<file path="src/rtl/axi_lite_master_bridge_if.sv">
// Request/response port and AXI-Lite channels of the bridge, grouped as one bundle.
// The master modport is the bridge's view. The slave modport is the view of the
// environment, which is the CPU/debug port plus the AXI-Lite fabric.
interface axi_lite_master_bridge_if #(
  parameter int ADDR_WIDTH = 32,
  parameter int DATA_WIDTH = 32
);
  localparam int STRB_WIDTH = DATA_WIDTH / 8;

  // request / response port
  logic                  i_req_valid;
  logic                  o_req_ready;
  logic                  i_req_we;
  logic [ADDR_WIDTH-1:0] i_req_addr;
  logic [DATA_WIDTH-1:0] i_req_wdata;
  logic [STRB_WIDTH-1:0] i_req_wstrb;
  logic                  o_rsp_valid;
  logic                  i_rsp_ready;
  logic [DATA_WIDTH-1:0] o_rsp_rdata;
  logic                  o_rsp_err;

  // AXI-Lite write channels
  logic [ADDR_WIDTH-1:0] o_axi_awaddr;
  logic                  o_axi_awvalid;
  logic                  i_axi_awready;
  logic [DATA_WIDTH-1:0] o_axi_wdata;
  logic [STRB_WIDTH-1:0] o_axi_wstrb;
  logic                  o_axi_wvalid;
  logic                  i_axi_wready;
  logic                  i_axi_bvalid;
  logic                  o_axi_bready;

  // AXI-Lite read channels
  logic [ADDR_WIDTH-1:0] o_axi_araddr;
  logic                  o_axi_arvalid;
  logic                  i_axi_arready;
  logic [DATA_WIDTH-1:0] i_axi_rdata;
  logic                  i_axi_rvalid;
  logic                  o_axi_rready;

  modport master (
    input  i_req_valid, i_req_we, i_req_addr, i_req_wdata, i_req_wstrb, i_rsp_ready,
    input  i_axi_awready, i_axi_wready, i_axi_bvalid, i_axi_arready, i_axi_rdata, i_axi_rvalid,
    output o_req_ready, o_rsp_valid, o_rsp_rdata, o_rsp_err,
    output o_axi_awaddr, o_axi_awvalid, o_axi_wdata, o_axi_wstrb, o_axi_wvalid, o_axi_bready,
    output o_axi_araddr, o_axi_arvalid, o_axi_rready
  );

  modport slave (
    output i_req_valid, i_req_we, i_req_addr, i_req_wdata, i_req_wstrb, i_rsp_ready,
    output i_axi_awready, i_axi_wready, i_axi_bvalid, i_axi_arready, i_axi_rdata, i_axi_rvalid,
    input  o_req_ready, o_rsp_valid, o_rsp_rdata, o_rsp_err,
    input  o_axi_awaddr, o_axi_awvalid, o_axi_wdata, o_axi_wstrb, o_axi_wvalid, o_axi_bready,
    input  o_axi_araddr, o_axi_arvalid, o_axi_rready
  );
endinterface

</file>
<file path="src/rtl/axi_lite_master_bridge.sv">
// AXI-Lite initiator bridge. It turns a single-outstanding request/response port into
// AXI-Lite write (AW/W/B) and read (AR/R) transactions. Every output is registered.
// Optional feature macro AXI_TIMEOUT_EN: with it, a per-state wait counter aborts a
// stuck channel after TIMEOUT_CYCLES cycles and returns o_rsp_err=1. Without it the
// bridge waits indefinitely and o_rsp_err is tied low.
module axi_lite_master_bridge #(
  parameter int ADDR_WIDTH     = 32,
  parameter int DATA_WIDTH     = 32,
  parameter int TIMEOUT_CYCLES = 256
) (
  input logic                     clk,
  input logic                     reset,
  axi_lite_master_bridge_if.master bus
);
  localparam int STRB_WIDTH = DATA_WIDTH / 8;

  typedef enum logic [2:0] {
    IDLE    = 3'd0,
    WR_REQ  = 3'd1,
    WR_RESP = 3'd2,
    RD_ADDR = 3'd3,
    RD_DATA = 3'd4,
    RSP     = 3'd5
  } state_t;

  state_t                state, state_nxt;
  logic                  req_ready_q, req_ready_nxt;
  logic                  rsp_valid_q, rsp_valid_nxt;
  logic [DATA_WIDTH-1:0] rsp_rdata_q, rsp_rdata_nxt;
  logic [ADDR_WIDTH-1:0] awaddr_q, awaddr_nxt;
  logic                  awvalid_q, awvalid_nxt;
  logic [DATA_WIDTH-1:0] wdata_q, wdata_nxt;
  logic [STRB_WIDTH-1:0] wstrb_q, wstrb_nxt;
  logic                  wvalid_q, wvalid_nxt;
  logic                  bready_q, bready_nxt;
  logic [ADDR_WIDTH-1:0] araddr_q, araddr_nxt;
  logic                  arvalid_q, arvalid_nxt;
  logic                  rready_q, rready_nxt;

`ifdef AXI_TIMEOUT_EN
  localparam int CNT_W = $clog2(TIMEOUT_CYCLES + 1);
  logic [CNT_W-1:0] tmo_cnt;
  logic             rsp_err_q, rsp_err_nxt;
  logic             wait_state;

  assign wait_state = (state == WR_REQ) || (state == WR_RESP) ||
                      (state == RD_ADDR) || (state == RD_DATA);
`endif

  // Next state and next value of every registered output.
  always_comb begin
    state_nxt     = state;
    req_ready_nxt = req_ready_q;
    rsp_valid_nxt = rsp_valid_q;
    rsp_rdata_nxt = rsp_rdata_q;
    awaddr_nxt    = awaddr_q;
    awvalid_nxt   = awvalid_q;
    wdata_nxt     = wdata_q;
    wstrb_nxt     = wstrb_q;
    wvalid_nxt    = wvalid_q;
    bready_nxt    = bready_q;
    araddr_nxt    = araddr_q;
    arvalid_nxt   = arvalid_q;
    rready_nxt    = rready_q;
`ifdef AXI_TIMEOUT_EN
    rsp_err_nxt   = rsp_err_q;
`endif

    unique case (state)
      IDLE: begin
        if (bus.i_req_valid && req_ready_q) begin
          req_ready_nxt = 1'b0;
          if (bus.i_req_we) begin
            awaddr_nxt  = bus.i_req_addr;
            wdata_nxt   = bus.i_req_wdata;
            wstrb_nxt   = bus.i_req_wstrb;
            awvalid_nxt = 1'b1;
            wvalid_nxt  = 1'b1;
            state_nxt   = WR_REQ;
          end else begin
            araddr_nxt  = bus.i_req_addr;
            arvalid_nxt = 1'b1;
            state_nxt   = RD_ADDR;
          end
        end
      end

      // AW and W complete independently; B is awaited once both are done.
      WR_REQ: begin
        if (awvalid_q && bus.i_axi_awready) awvalid_nxt = 1'b0;
        if (wvalid_q && bus.i_axi_wready)   wvalid_nxt  = 1'b0;
        if (!awvalid_nxt && !wvalid_nxt) begin
          bready_nxt = 1'b1;
          state_nxt  = WR_RESP;
        end
      end

      WR_RESP: begin
        if (bus.i_axi_bvalid && bready_q) begin
          bready_nxt    = 1'b0;
          rsp_rdata_nxt = '0;
          rsp_valid_nxt = 1'b1;
          state_nxt     = RSP;
        end
      end

      RD_ADDR: begin
        if (arvalid_q && bus.i_axi_arready) begin
          arvalid_nxt = 1'b0;
          rready_nxt  = 1'b1;
          state_nxt   = RD_DATA;
        end
      end

      RD_DATA: begin
        if (bus.i_axi_rvalid && rready_q) begin
          rsp_rdata_nxt = bus.i_axi_rdata;
          rready_nxt    = 1'b0;
          rsp_valid_nxt = 1'b1;
          state_nxt     = RSP;
        end
      end

      RSP: begin
        if (bus.i_rsp_ready) begin
          rsp_valid_nxt = 1'b0;
          req_ready_nxt = 1'b1;
          state_nxt     = IDLE;
        end
      end

      default: begin
        state_nxt     = IDLE;
        req_ready_nxt = 1'b1;
        rsp_valid_nxt = 1'b0;
        awvalid_nxt   = 1'b0;
        wvalid_nxt    = 1'b0;
        bready_nxt    = 1'b0;
        arvalid_nxt   = 1'b0;
        rready_nxt    = 1'b0;
      end
    endcase

`ifdef AXI_TIMEOUT_EN
    // A fresh request clears the error flag. A wait state that has stalled for the
    // full limit, and does not complete this cycle, is abandoned with an error response.
    if (state == IDLE && bus.i_req_valid && req_ready_q) rsp_err_nxt = 1'b0;
    if (wait_state && (state_nxt == state) &&
        (tmo_cnt == CNT_W'(TIMEOUT_CYCLES - 1))) begin
      awvalid_nxt   = 1'b0;
      wvalid_nxt    = 1'b0;
      bready_nxt    = 1'b0;
      arvalid_nxt   = 1'b0;
      rready_nxt    = 1'b0;
      rsp_rdata_nxt = '0;
      rsp_err_nxt   = 1'b1;
      rsp_valid_nxt = 1'b1;
      state_nxt     = RSP;
    end
`endif
  end

  // State register and registered outputs; reset drops every valid and ready at once.
  always_ff @(posedge clk or posedge reset) begin
    if (reset) begin
      state       <= IDLE;
      req_ready_q <= 1'b1;
      rsp_valid_q <= 1'b0;
      rsp_rdata_q <= '0;
      awaddr_q    <= '0;
      awvalid_q   <= 1'b0;
      wdata_q     <= '0;
      wstrb_q     <= '0;
      wvalid_q    <= 1'b0;
      bready_q    <= 1'b0;
      araddr_q    <= '0;
      arvalid_q   <= 1'b0;
      rready_q    <= 1'b0;
    end else begin
      state       <= state_nxt;
      req_ready_q <= req_ready_nxt;
      rsp_valid_q <= rsp_valid_nxt;
      rsp_rdata_q <= rsp_rdata_nxt;
      awaddr_q    <= awaddr_nxt;
      awvalid_q   <= awvalid_nxt;
      wdata_q     <= wdata_nxt;
      wstrb_q     <= wstrb_nxt;
      wvalid_q    <= wvalid_nxt;
      bready_q    <= bready_nxt;
      araddr_q    <= araddr_nxt;
      arvalid_q   <= arvalid_nxt;
      rready_q    <= rready_nxt;
    end
  end

`ifdef AXI_TIMEOUT_EN
  // Cycles spent in the current wait state; restarts on every state change.
  always_ff @(posedge clk or posedge reset) begin
    if (reset) begin
      tmo_cnt   <= '0;
      rsp_err_q <= 1'b0;
    end else begin
      rsp_err_q <= rsp_err_nxt;
      if (state_nxt != state || !wait_state) tmo_cnt <= '0;
      else                                   tmo_cnt <= tmo_cnt + CNT_W'(1);
    end
  end

  assign bus.o_rsp_err = rsp_err_q;
`else
  // The timeout limit only matters when the watchdog is built in.
  logic unused_timeout_cfg;
  assign unused_timeout_cfg = (TIMEOUT_CYCLES > 0);
  assign bus.o_rsp_err      = 1'b0;
`endif

  assign bus.o_req_ready   = req_ready_q;
  assign bus.o_rsp_valid   = rsp_valid_q;
  assign bus.o_rsp_rdata   = rsp_rdata_q;
  assign bus.o_axi_awaddr  = awaddr_q;
  assign bus.o_axi_awvalid = awvalid_q;
  assign bus.o_axi_wdata   = wdata_q;
  assign bus.o_axi_wstrb   = wstrb_q;
  assign bus.o_axi_wvalid  = wvalid_q;
  assign bus.o_axi_bready  = bready_q;
  assign bus.o_axi_araddr  = araddr_q;
  assign bus.o_axi_arvalid = arvalid_q;
  assign bus.o_axi_rready  = rready_q;
endmodule
</file>
<file path="src/flat_wrapper.sv">
// flat-port wrapper written by rule: the top's interface ports become plain ports
module axi_lite_master_bridge_flat 
#(
  parameter int ADDR_WIDTH     = 32,
  parameter int DATA_WIDTH     = 32,
  parameter int TIMEOUT_CYCLES = 256
)
  (clk, reset, bus_i_req_valid, bus_i_req_we, bus_i_req_addr, bus_i_req_wdata, bus_i_req_wstrb, bus_i_rsp_ready, bus_i_axi_awready, bus_i_axi_wready, bus_i_axi_bvalid, bus_i_axi_arready, bus_i_axi_rdata, bus_i_axi_rvalid, bus_o_req_ready, bus_o_rsp_valid, bus_o_rsp_rdata, bus_o_rsp_err, bus_o_axi_awaddr, bus_o_axi_awvalid, bus_o_axi_wdata, bus_o_axi_wstrb, bus_o_axi_wvalid, bus_o_axi_bready, bus_o_axi_araddr, bus_o_axi_arvalid, bus_o_axi_rready);
  axi_lite_master_bridge_if #(.ADDR_WIDTH(ADDR_WIDTH), .DATA_WIDTH(DATA_WIDTH)) bus_i ();
  input logic clk;
  input logic reset;
  input wire logic [$bits(bus_i.i_req_valid)-1:0] bus_i_req_valid;
  input wire logic [$bits(bus_i.i_req_we)-1:0] bus_i_req_we;
  input wire logic [$bits(bus_i.i_req_addr)-1:0] bus_i_req_addr;
  input wire logic [$bits(bus_i.i_req_wdata)-1:0] bus_i_req_wdata;
  input wire logic [$bits(bus_i.i_req_wstrb)-1:0] bus_i_req_wstrb;
  input wire logic [$bits(bus_i.i_rsp_ready)-1:0] bus_i_rsp_ready;
  input wire logic [$bits(bus_i.i_axi_awready)-1:0] bus_i_axi_awready;
  input wire logic [$bits(bus_i.i_axi_wready)-1:0] bus_i_axi_wready;
  input wire logic [$bits(bus_i.i_axi_bvalid)-1:0] bus_i_axi_bvalid;
  input wire logic [$bits(bus_i.i_axi_arready)-1:0] bus_i_axi_arready;
  input wire logic [$bits(bus_i.i_axi_rdata)-1:0] bus_i_axi_rdata;
  input wire logic [$bits(bus_i.i_axi_rvalid)-1:0] bus_i_axi_rvalid;
  output wire logic [$bits(bus_i.o_req_ready)-1:0] bus_o_req_ready;
  output wire logic [$bits(bus_i.o_rsp_valid)-1:0] bus_o_rsp_valid;
  output wire logic [$bits(bus_i.o_rsp_rdata)-1:0] bus_o_rsp_rdata;
  output wire logic [$bits(bus_i.o_rsp_err)-1:0] bus_o_rsp_err;
  output wire logic [$bits(bus_i.o_axi_awaddr)-1:0] bus_o_axi_awaddr;
  output wire logic [$bits(bus_i.o_axi_awvalid)-1:0] bus_o_axi_awvalid;
  output wire logic [$bits(bus_i.o_axi_wdata)-1:0] bus_o_axi_wdata;
  output wire logic [$bits(bus_i.o_axi_wstrb)-1:0] bus_o_axi_wstrb;
  output wire logic [$bits(bus_i.o_axi_wvalid)-1:0] bus_o_axi_wvalid;
  output wire logic [$bits(bus_i.o_axi_bready)-1:0] bus_o_axi_bready;
  output wire logic [$bits(bus_i.o_axi_araddr)-1:0] bus_o_axi_araddr;
  output wire logic [$bits(bus_i.o_axi_arvalid)-1:0] bus_o_axi_arvalid;
  output wire logic [$bits(bus_i.o_axi_rready)-1:0] bus_o_axi_rready;
  assign bus_i.i_req_valid = bus_i_req_valid;
  assign bus_i.i_req_we = bus_i_req_we;
  assign bus_i.i_req_addr = bus_i_req_addr;
  assign bus_i.i_req_wdata = bus_i_req_wdata;
  assign bus_i.i_req_wstrb = bus_i_req_wstrb;
  assign bus_i.i_rsp_ready = bus_i_rsp_ready;
  assign bus_i.i_axi_awready = bus_i_axi_awready;
  assign bus_i.i_axi_wready = bus_i_axi_wready;
  assign bus_i.i_axi_bvalid = bus_i_axi_bvalid;
  assign bus_i.i_axi_arready = bus_i_axi_arready;
  assign bus_i.i_axi_rdata = bus_i_axi_rdata;
  assign bus_i.i_axi_rvalid = bus_i_axi_rvalid;
  assign bus_o_req_ready = bus_i.o_req_ready;
  assign bus_o_rsp_valid = bus_i.o_rsp_valid;
  assign bus_o_rsp_rdata = bus_i.o_rsp_rdata;
  assign bus_o_rsp_err = bus_i.o_rsp_err;
  assign bus_o_axi_awaddr = bus_i.o_axi_awaddr;
  assign bus_o_axi_awvalid = bus_i.o_axi_awvalid;
  assign bus_o_axi_wdata = bus_i.o_axi_wdata;
  assign bus_o_axi_wstrb = bus_i.o_axi_wstrb;
  assign bus_o_axi_wvalid = bus_i.o_axi_wvalid;
  assign bus_o_axi_bready = bus_i.o_axi_bready;
  assign bus_o_axi_araddr = bus_i.o_axi_araddr;
  assign bus_o_axi_arvalid = bus_i.o_axi_arvalid;
  assign bus_o_axi_rready = bus_i.o_axi_rready;
  axi_lite_master_bridge #(.ADDR_WIDTH(ADDR_WIDTH), .DATA_WIDTH(DATA_WIDTH), .TIMEOUT_CYCLES(TIMEOUT_CYCLES)) u_core (.clk(clk), .reset(reset), .bus(bus_i));
endmodule
</file>
<file path="config.mk">
export PLATFORM = sky130hd
export DESIGN_NAME = axi_lite_master_bridge_flat
export DESIGN_NICKNAME = d
export VERILOG_FILES = /design/src/rtl/axi_lite_master_bridge_if.sv /design/src/rtl/axi_lite_master_bridge.sv /design/src/flat_wrapper.sv
export SDC_FILE = /design/constraint.sdc
export NUM_CORES = 1
export LEC_CHECK = 0
export BUFFER_PORTS_ARGS = -buffer_cell sky130_fd_sc_hd__buf_2
export CAP_MARGIN = 5
export CORE_MARGIN = 2
export CORE_UTILIZATION = 47
export DETAILED_ROUTE_END_ITERATION = 8
export PLACE_DENSITY = 0.8
export SLEW_MARGIN = 0
export SYNTH_ARGS = -nofsm -noshare
export SYNTH_HDL_FRONTEND = slang
export SYNTH_SLANG_ARGS = --single-unit
</file>
<file path="constraint.sdc">
create_clock -name clk -period 6.43 [get_ports clk]
set_clock_uncertainty 0.15 [all_clocks]
set_input_delay 1.929 -clock clk [delete_from_list [all_inputs] [get_ports clk]]
set_output_delay 1.929 -clock clk [all_outputs]
set_load 0.01 [all_outputs]
</file>
==> key figures, run 1 <==
Critical path
  – Critical R2R Launch: u_core.state[0]
  – Arrival @ worst endpoint: 3.80 ns
  – CP max stage delay: 0.67 ns
  – CP startpoint kind: input pin
  – Worst EP required: 6.58 ns
  – CP Depth: 4
  – Worst Setup SP: bus_i_req_we
  – Slowest cell on the critical path: nand4_1
  – Crit path buf inv count: 2
  – CP endpoint kind: flop
  – Worst path top cell family by delay: buffers and inverters
  – End of the critical path: u_core.bus.o_axi_awaddr[22]
  – Worst reg2reg path depth: 4
  – Reg2Reg Setup Slack: 3.62 ns
  – Crit Path Category: input pin to flop
  – Worst-path fanout max: 55
  – RR Endpoint: u_core.bus.o_axi_awaddr[22]
  – Critical path cell sequence: buf_2 > nand4_1 > buf_4 > mux2_2

Logic synthesis
  – Main combinational cell family by area after synthesis: multiplexers
  – Number of flops mapped to enable cells by yosys: 0
  – Compound-cell area share of the yosys netlist: 8.01%
  – Post-synthesis xor/xnor area fraction: 0%
  – Post-synthesis sequential area ratio: 64.7%
  – YS warnings: 0
  – Post-synth ARST share: 100%
  – Synth Area in Simple Gates: 3.35%
  – Synth Area in Adders: 0%
  – Count of cell types in the netlist: 30
  – Post-Synthesis Cells: 359
  – Mapped Avg Cell Area: 15.3 um^2
  – Yosys reg bits: 142
  – Post-synthesis mux area share: 20.8%
  – Syn nets: 469
  – Synth Cell Area: 5500 um^2
  – Post-synth top flop: dfrtp_1

CTS
  – H-Tree Depth: 4
  – TritonCTS clock tree: built
  – Post-CTS resize count: 0
  – CTS Hold Bufs: 0
  – Clock Tree Root: clkbuf_16
  – Clock Sinks: 142
  – Post-CTS setup buffers: 0
  – Worst-path clk slew: 0.06 ns
  – Clock latency on the worst-skew pair: 0.41 ns
  – Cts bufs inserted: 17
  – Clock Path Buffers: 2

Floorplanning
  – Die area: 12600 um^2
  – Die height: 112 um
  – Core ar.: 11400 um^2
  – IO Pins: 250
  – Starting density of the core: 48.1%
  – Die span in x: 112 um
  – Rows: 39

Detailed routing
  – Via/cell ratio: 5.14
  – Detailed Route Iter0 Violations: 147
  – Post-DR wirelength/cell: 17.0 um
  – Antenna violation net count after detailed routing: 0
  – DRC viols: 0
  – Post-Route WL: 13000 um
  – Vias after detailed routing: 3939
  – DR pass1 iterations: 4

Cells and area
  – Commonest non-fill, non-tap cell in the layout: buf_2
  – Synth-to-layout area growth: 35.4%
  – Layout cell share with drive strength beyond 1: 63.2%
  – Most frequent cells in the layout: 248 x buf_2, 141 x dfrtp_1, 100 x mux2_2
  – FILL cells: 857
  – Nets: 719
  – Register area: 3550 um^2
  – Area of the multi-input gates: 1780 um^2

GRT
  – Largest net degree at the start of global routing: 101
  – Grt ovf: 0
  – First-pass GRT wire length: 21100 um
  – Total Routing Usage GR: 21.6%
  – Initial antenna violation count: 1
  – Vias in the first global route: 4249

Placed design
  – PortBufs: 248
  – Pre-CTS worst setup slack: 2.36 ns
  – Placer Congestion: 0.811
  – Post-DP HPWL: 9080 um

STA
  – Setup ws final: 2.77 ns
  – RSZ-0062 raised after global routing: no
  – Period utilisation layout: 56.9%
  – Worst slew pin tran: 0.865 ns
  – Fmax: 273 MHz
  – Rel. slew slack: 42.4%
  – Setup TNS: 0 ns
  – Tmin final: 3.66 ns
  – Pins Over Slew Limit: 0
  – Final setup violation count: 0
  – Hold Fails Final Rpt: 0

Outcome
  – Outcome: finished, final reports clean

Worst hold path
  – HP Class: flop to flop

Job
  – Max-Cap Viols: 0

Pwr
  – Leakage power: 3.95 nW
  – Power Dens Cells: 522 nW/um^2
  – Peak supply drop: 0.000310 V
## sequential cells by signal (all words and copies together), names as in the netlist
register / count
u_core.bus.o_axi_araddr: 32
u_core.bus.o_axi_arvalid: 1
u_core.bus.o_axi_awaddr: 32
u_core.bus.o_axi_awvalid: 1
u_core.bus.o_axi_bready: 1
u_core.bus.o_axi_rready: 1
u_core.bus.o_axi_wdata: 32
u_core.bus.o_axi_wstrb: 4
u_core.bus.o_axi_wvalid: 1
u_core.bus.o_req_ready: 1
u_core.bus.o_rsp_rdata: 32
u_core.bus.o_rsp_valid: 1
u_core.state: 3
## synthesized netlist by cell type, types with 3 or more instances
| library cell | n | area share [%] |
|---|---|---|
| o21ai_0 | 8 | 0.73 |
| inv_1 | 5 | 0.34 |
| a22o_1 | 32 | 5.1 |
| mux2_2 | 100 | 20 |
| dfrtp_1 | 141 | 64 |
| buf_6 | 7 | 1.4 |
| nand2_1 | 11 | 0.75 |
| a21oi_1 | 6 | 0.55 |
| a21boi_0 | 3 | 0.41 |
| nand2b_1 | 3 | 0.34 |
| buf_2 | 11 | 1.0 |
| nor2_1 | 8 | 0.55 |
## worst min-delay path by stage
stage,startpoint,end,slack (ns),depth (start not counted)
after floorplan,u_core.bus.o_req_ready,u_core.bus.o_req_ready,0.36,2
after global placement,u_core.bus.o_rsp_rdata[18],u_core.bus.o_rsp_rdata[18],0.33,1
after CTS,u_core.bus.o_rsp_rdata[4],u_core.bus.o_rsp_rdata[4],0.35,1
after global routing,u_core.bus.o_axi_araddr[25],u_core.bus.o_axi_araddr[25],0.36,1
after detailed placement,u_core.bus.o_rsp_rdata[28],u_core.bus.o_rsp_rdata[28],0.34,1
final,u_core.bus.o_rsp_rdata[18],u_core.bus.o_rsp_rdata[18],0.35,1
## logic make-up (layout without fill, tap and decap cells)
logic type,after synthesis,in the layout
flip-flops,142,142
multiplexers,101,101
AO/OA/AOI/OAI,58,58
AND/OR/NAND/NOR,31,31
buffers and inverters,26,289
other,1,2
## stage by stage
step	hold WS (ns)	util [%]	cells	cell area [um^2]	power, mW
floorplan	0.362	-	359	5500	2.29
global placement	0.332	59.6	733	6810	2.79
detailed placement	0.335	59.6	733	6810	2.86
CTS	0.353	65.2	765	7440	3.92
global route	0.364	65.2	766	7440	4.11
finish	0.347	65.2	766	7440	3.88
## routing by layer
layer	global-route usage, %	share of wire, %	vias to the layer above
li1	-	-	1791
met1	25.5	39	1953
met2	35.3	50	171
met3	9.13	8.8	24
met4	8.13	2.1	0
met5	0	0	-
## power by group
group	switching [mW]	internal (mW)
clock	0.361	0.677
sequential	0.246	1.31
combinational	0.639	0.654
total	1.25	2.64
## final cells by class
type | instances | share of cell area [%]
diodes | 1 | 0.0336
clock buffers | 21 | 6.32
clock inverters | 11 | 2.19
inverters | 5 | 0.319
multi-input cells | 191 | 23.9
flip-flops and latches | 142 | 47.8
well taps | 143 | 2.40
repair buffers | 252 | 17.1
(Power assumes the default switching activity.)
==> inputs of run 2 (changes only) <==
CORE_UTILIZATION = 42   (was 47)
PLACE_DENSITY = 0.76   (was 0.8)
clock period = 3.27 ns   (was 6.43 ns; I/O delays follow)
==> key figures, run 2 (same netlist as run 1, synthesis figures left out) <==
Cells and area
  – FILL cells: 1056 (was 857)
  – Layout cell share with drive strength beyond 1: 63.2% (unchanged)
  – # diodes: 0 (was 1)
  – Most frequent cells in the layout: 248 x buf_2, 141 x dfrtp_1, 100 x mux2_2 (unchanged)
  – Commonest non-fill, non-tap cell in the layout: buf_2 (unchanged)
  – Final Non-Filler Cells: 794 (was 766)
  – Synth-to-layout area growth: 37.8% (was 35.4%)
  – Finished layout cell area: 7570 um^2 (was 7440 um^2)
  – Nets: 719 (unchanged)

Detailed routing
  – Vias after detailed routing: 3928 (was 3939)
  – Post-DR wirelength/cell: 16.0 um (was 17.0 um)
  – Via/cell ratio: 4.95 (was 5.14)
  – DRC viols: 0 (unchanged)
  – WL met2: 6570 um (was 6500 um)
  – Detailed Route Iter0 Violations: 166 (was 147)
  – Metal3 WL: 947 um (was 1140 um)
  – Uppermost layer routed: met4 (unchanged)
  – Antenna violation net count after detailed routing: 0 (unchanged)
  – Post-Route WL: 12700 um (was 13000 um)
  – DR pass1 iterations: 4 (unchanged)
  – Met1 Routed Length: 5050 um (was 5110 um)

CTS
  – Post-CTS setup buffers: 0 (unchanged)
  – Clock Tree Root: clkbuf_16 (unchanged)
  – Post-CTS resize count: 0 (unchanged)
  – Worst-path clk slew: 0.06 ns (about the same)
  – Cts bufs inserted: 17 (unchanged)
  – Clock Sinks: 142 (unchanged)
  – TritonCTS clock tree: built (unchanged)
  – H-Tree Depth: 4 (unchanged)
  – Clock latency on the worst-skew pair: 0.41 ns (about the same)
  – Clock Path Buffers: 2 (unchanged)
  – CTS Hold Bufs: 0 (unchanged)

STA
  – Tmin final: 2.32 ns
  – RSZ-0062 raised after global routing: no (unchanged)
  – Fmax: 430 MHz
  – Worst slew pin tran: 0.734 ns (was 0.865 ns)
  – Hold Fails Final Rpt: 0 (unchanged)
  – Period utilisation layout: 71.1%
  – Final setup violation count: 0 (unchanged)
  – Pins Over Slew Limit: 0 (unchanged)
  – Rel. slew slack: 51.1% (was 42.4%)
  – Setup TNS: 0 ns (unchanged)

GRT
  – Initial antenna violation count: 0 (was 1)
  – Largest net degree at the start of global routing: 143 (was 101)
  – First-pass GRT wire length: 21300 um (was 21100 um)
  – Grt ovf: 0 (unchanged)
  – Total Routing Usage GR: 19.1% (was 21.6%)
  – Vias in the first global route: 4257 (was 4249)

Critical path
  – CP endpoint kind: flop (unchanged)
  – RR Endpoint: u_core.bus.o_rsp_rdata[30] (was u_core.bus.o_axi_awaddr[22])
  – Arrival @ worst endpoint: 2.46 ns (was 3.80 ns)
  – Crit Path Category: flop to flop (was input pin to flop)
  – Reg2Reg Setup Slack: 0.95 ns (was 3.62 ns)
  – Worst reg2reg path depth: 4 (unchanged)
  – CP startpoint kind: flop (was input pin)
  – Critical R2R Launch: u_core.state[1] (was u_core.state[0])
  – Worst EP required: 3.41 ns (was 6.58 ns)
  – Worst-path fanout max: 32 (was 55)

Outcome
  – Outcome: finished, final reports clean (unchanged)

Floorplanning
  – IO Pins: 250 (unchanged)
  – Starting density of the core: 43.2% (was 48.1%)
  – Die height: 118 um (was 112 um)
  – Die span in x: 118 um (was 112 um)
  – Die area: 14000 um^2 (was 12600 um^2)
  – Rows: 41 (was 39)
  – Core ar.: 12700 um^2 (was 11400 um^2)

Placed design
  – PortBufs: 248 (unchanged)
  – Post-DP HPWL: 9100 um (was 9080 um)
  – Placed Cells: 762 (was 733)
  – Placed inst area: 6880 um^2 (was 6810 um^2)
  – Placer Congestion: 0.786 (was 0.811)

Worst hold path
  – HP Class: flop to flop (unchanged)
  – Hold path startpoint: u_core.bus.o_axi_awaddr[8] (was u_core.bus.o_rsp_rdata[18])
  – Worst Hold Depth: 1 (unchanged)
  – WHS Endpoint: u_core.bus.o_axi_awaddr[8] (was u_core.bus.o_rsp_rdata[18])

Pwr
  – Leakage power: 3.99 nW (was 3.95 nW)
  – Power Dens Cells: 1030 nW/um^2 (was 522 nW/um^2)
  – Peak supply drop: 0.000476 V (was 0.000310 V)

Job
  – Max-Cap Viols: 0 (unchanged)
[run 2: per-layer routing]
metal / track usage, % / vias to the layer above
met5: 0 / -
met4: 6.47 / 0
met3: 6.76 / 15
met2: 32.7 / 167
met1: 22.4 / 1953
li1: - / 1793
[run 2: critical path, stage by stage, from the launching register on]
cell,delay (ns)
dfrtp_1,0.58
or2b_1,0.33
o21ai_1,0.19
nand3_2,0.51
a22o_1,0.44
[run 2: area by class of cell]
class | instances | area, um^2 | area share [%]
Clock buffer | 22 | 484 | 6.40
Clock inverter | 10 | 206 | 2.73
Inverter | 5 | 22.5 | 0.298
Multi-Input combinational cell | 191 | 1780 | 23.5
Sequential cell | 142 | 3550 | 47.0
Tap cell | 172 | 215 | 2.84
Timing Repair Buffer | 252 | 1310 | 17.3
[run 2: how the worst max path moves through the flow]
stage                           startpoint                          to  slack, ns  cells past startpoint
after floorplan                      reset  u_core.bus.o_axi_araddr[0]       0.36                      1
after CTS                  u_core.state[1]  u_core.bus.o_rsp_rdata[30]       0.93                      4
final                      u_core.state[1]  u_core.bus.o_rsp_rdata[30]       0.95                      4
after global placement    bus_i_axi_rvalid   u_core.bus.o_rsp_rdata[2]       0.82                      5
after detailed placement  bus_i_axi_rvalid  u_core.bus.o_rsp_rdata[27]       0.71                      5
after global routing       u_core.state[1]  u_core.bus.o_rsp_rdata[30]       0.82                      4
[run 2: stage by stage]
| stage | util, % | total power [mW] | setup slack, ns | hold slack, ns |
|---|---|---|---|---|
| floorplan | - | 4.51 | 0.363 | 0.362 |
| global placement | 54.1 | 5.50 | 0.818 | 0.332 |
| detailed placement | 54.1 | 5.63 | 0.709 | 0.336 |
| CTS | 59.5 | 7.88 | 0.932 | 0.352 |
| global route | 59.5 | 8.24 | 0.819 | 0.362 |
| finish | 59.5 | 7.78 | 0.946 | 0.347 |
[run 2: report_power, final]
group          switching [mW]  total (mW)  leakage, nW  internal, mW
logic                    1.24        2.54         1.84          1.29
registers               0.471        3.04         1.81          2.57
clock network           0.692        2.20        0.336          1.51
total                    2.41        7.78         3.99          5.37
==> inputs of run 3 (changes only) <==
ABC_AREA = 1   (was not set)
CORE_UTILIZATION = 43   (was 42)
clock period = 2 ns   (was 3.27 ns; I/O delays follow)
==> key figures, run 3 <==
Logic synthesis
  – Synth top area cells: dfrtp_1 61%, nand2_1 15%, inv_1 7.4% (was dfrtp_1 64%, mux2_2 20%, a22o_1 5.1%)
  – Mapped Avg Cell Area: 8.69 um^2 (was 15.3 um^2)
  – YS warnings: 0 (unchanged)
  – Top-count cell post-synth: nand2_1 (was dfrtp_1)
  – Synth Cell Area: 5770 um^2 (was 5500 um^2)
  – Synth cell count leaders: 232 x nand2_1, 141 x dfrtp_1, 114 x inv_1 (was 141 x dfrtp_1, 100 x mux2_2, 32 x a22o_1)
  – Post-synth top flop: dfrtp_1 (unchanged)
  – Count of cell types in the netlist: 22 (was 30)
  – Synth top area share: 61.1% (was 64.2%)
  – Synth area leader: dfrtp_1 (unchanged)
  – Number of flops mapped to enable cells by yosys: 0 (unchanged)
  – Post-synth ARST share: 100% (unchanged)
  – Yosys reg bits: 142 (unchanged)
  – Post-synthesis sequential area ratio: 61.6% (was 64.7%)
  – Post-Synthesis Cells: 664 (was 359)
  – Syn nets: 774 (was 469)

Placed design
  – Placer Congestion: 0.910 (was 0.786)
  – Post-DP HPWL: 10700 um (was 9100 um)
  – Placed Cells: 1074 (was 762)
  – PortBufs: 248 (unchanged)
  – Placed inst area: 7300 um^2 (was 6880 um^2)

STA
  – Period utilisation layout: 92.1%
  – Hold Fails Final Rpt: 0 (unchanged)
  – Final setup violation count: 0 (unchanged)
  – Pins Over Slew Limit: 0 (unchanged)
  – Tmin final: 1.84 ns
  – RSZ-0062 raised after global routing: no (unchanged)
  – Fmax: 543 MHz
  – Worst slew pin tran: 0.570 ns (was 0.734 ns)
  – Rel. slew slack: 61.9% (was 51.1%)

Pwr
  – Leakage power: 4.53 nW (was 3.99 nW)
  – Internal power: 5.24 mW (was 5.37 mW)
  – Tot Pwr: 6.51 mW (was 7.78 mW)
  – Sw Share: 19.4% (was 30.9%)
  – Switch Pwr: 1.27 mW (was 2.41 mW)
  – Clock network fraction of design power: 52.8% (was 28.3%)
  – Comb power frac: 3.1% (was 32.6%)
  – Part of the power in registers: 44.2% (was 39.1%)
  – Peak supply drop: 0.000443 V (was 0.000476 V)
  – Power Dens Cells: 819 nW/um^2 (was 1030 nW/um^2)

Cells and area
  – Nets: 1027 (was 719)
  – Finished layout cell area: 7950 um^2 (was 7570 um^2)
  – Commonest non-fill, non-tap cell in the layout: buf_2 (unchanged)
  – Layout cell share with drive strength beyond 1: 32.8% (was 63.2%)
  – Synth-to-layout area growth: 37.7% (was 37.8%)
  – Final Non-Filler Cells: 1106 (was 794)
  – # diodes: 0 (unchanged)
  – Most frequent cells in the layout: 248 x buf_2, 232 x nand2_1, 141 x dfrtp_1 (was 248 x buf_2, 141 x dfrtp_1, 100 x mux2_2)

CTS
  – Clock latency on the worst-skew pair: 0.41 ns (about the same)
  – Cts bufs inserted: 17 (unchanged)
  – Clock Sinks: 142 (unchanged)
  – Post-CTS setup buffers: 0 (unchanged)
  – H-Tree Depth: 4 (unchanged)
  – Worst-path clk slew: 0.06 ns (about the same)
  – Clock Tree Root: clkbuf_16 (unchanged)
  – TritonCTS clock tree: built (unchanged)
  – Post-CTS resize count: 0 (unchanged)
  – CTS Hold Bufs: 0 (unchanged)
  – Clock Path Buffers: 2 (unchanged)

GRT
  – Total Routing Usage GR: 21.2% (was 19.1%)
  – Largest net degree at the start of global routing: 81 (was 143)
  – First-pass GRT wire length: 23700 um (was 21300 um)
  – Grt ovf: 0 (unchanged)
  – Initial antenna violation count: 0 (unchanged)
  – Vias in the first global route: 4904 (was 4257)

Critical path
  – Critical R2R Launch: u_core.state[1] (unchanged)
  – Worst path top cell family by delay: flip-flops (was simple AND/OR/NAND/NOR gates)
  – RR Endpoint: u_core.bus.o_axi_araddr[29] (was u_core.bus.o_rsp_rdata[30])
  – CP startpoint kind: flop (unchanged)
  – Slowest cell on the critical path: dfstp_2 (was dfrtp_1)
  – Critical path cell sequence: buf_2 (was or2b_1 > o21ai_1 > nand3_2 > a22o_1)
  – Crit Path Category: flop to output pin (was flop to flop)
  – Crit path buf inv count: 1 (was 0)
  – CP max stage delay: 0.55 ns (was 0.58 ns)
  – Reg2Reg Setup Slack: 0.18 ns (was 0.95 ns)
  – CP endpoint kind: output pin (was flop)
  – Worst reg2reg path depth: 8 (was 4)
  – Arrival @ worst endpoint: 1.09 ns (was 2.46 ns)
  – Worst EP required: 1.25 ns (was 3.41 ns)
  – Worst-path fanout max: 3 (was 32)

Detailed routing
  – Antenna violation net count after detailed routing: 0 (unchanged)
  – Post-Route WL: 14500 um (was 12700 um)
  – Post-DR wirelength/cell: 13.1 um (was 16.0 um)
  – Detailed Route Iter0 Violations: 326 (was 166)
  – Vias after detailed routing: 5091 (was 3928)
  – DRC viols: 0 (unchanged)
  – Via/cell ratio: 4.60 (was 4.95)
  – DR pass1 iterations: 4 (unchanged)

Floorplanning
  – Core ar.: 13200 um^2 (was 12700 um^2)
  – Rows: 42 (was 41)
  – Die span in x: 120 um (was 118 um)
  – Die height: 120 um (was 118 um)
  – Starting density of the core: 43.8% (was 43.2%)
  – Die area: 14400 um^2 (was 14000 um^2)
  – IO Pins: 250 (unchanged)

Worst hold path
  – HP Class: input pin to asynchronous set/reset pin (was flop to flop)

Outcome
  – Outcome: finished, final reports clean (unchanged)

Job
  – Max-Cap Viols: 0 (unchanged)
-- run 3: cells by family (layout without fill, tap and decap cells) --
family | after synthesis | in the layout | share of synthesized area (%)
buffers and inverters | 146 | 412 | 10.4
AND/OR/NAND/NOR | 262 | 262 | 18.1
AO/OA/AOI/OAI | 113 | 113 | 9.89
other | 1 | 1 | 0.0650
flip-flops | 142 | 142 | 61.6
-- run 3: per-layer routing --
layer | track usage [%] | share of wire (%) | up-vias
li1 | - | - | 2514
met1 | 25.9 | 41 | 2359
met2 | 36.4 | 50 | 200
met3 | 5.70 | 7.7 | 18
met4 | 6.99 | 1.4 | 0
met5 | 0 | 0 | -
-- run 3: power by group through the flow --
stage | registers, mW | logic, mW | clock network [mW]
after floorplan | 2.93 | 0.0579 | 0
after global placement | 2.93 | 0.203 | 0
after detailed placement | 2.93 | 0.203 | 0
after CTS | 2.87 | 0.204 | 3.52
after global routing | 2.87 | 0.225 | 3.64
final | 2.87 | 0.199 | 3.43
-- run 3: layout make-up --
| class | instances | area [um^2] |
|---|---|---|
| Clock inverter | 10 | 184 |
| Timing Repair Buffer | 262 | 1460 |
| Tap cell | 176 | 220 |
| Clock buffer | 22 | 464 |
| Inverter | 118 | 447 |
| Fill cell | 1145 | 5250 |
| Multi-Input combinational cell | 376 | 1620 |
| Sequential cell | 142 | 3550 |
-- run 3: how the worst max path moves through the flow --
stage	endpoint	cells past startpoint	from
floorplan	u_core.bus.o_axi_araddr[0]	1	reset
global placement	u_core.bus.o_axi_awaddr[5]	7	bus_i_req_valid
detailed placement	u_core.bus.o_axi_araddr[29]	7	bus_i_req_we
CTS	bus_o_req_ready	1	u_core.bus.o_req_ready
global route	u_core.bus.o_rsp_rdata[10]	8	u_core.state[0]
finish	bus_o_req_ready	1	u_core.bus.o_req_ready
-- run 3: through the flow --
stage                     utilization [%]  worst slack, ns  TNS, ns  hold slack, ns
after floorplan                         -           -0.526   -74.31           0.347
after global placement               55.3            0.184        0           0.302
after detailed placement             55.3            0.126        0           0.303
after CTS                            60.2            0.136        0           0.154
after global routing                 60.2           0.0313        0           0.163
final                                60.2            0.157        0           0.143
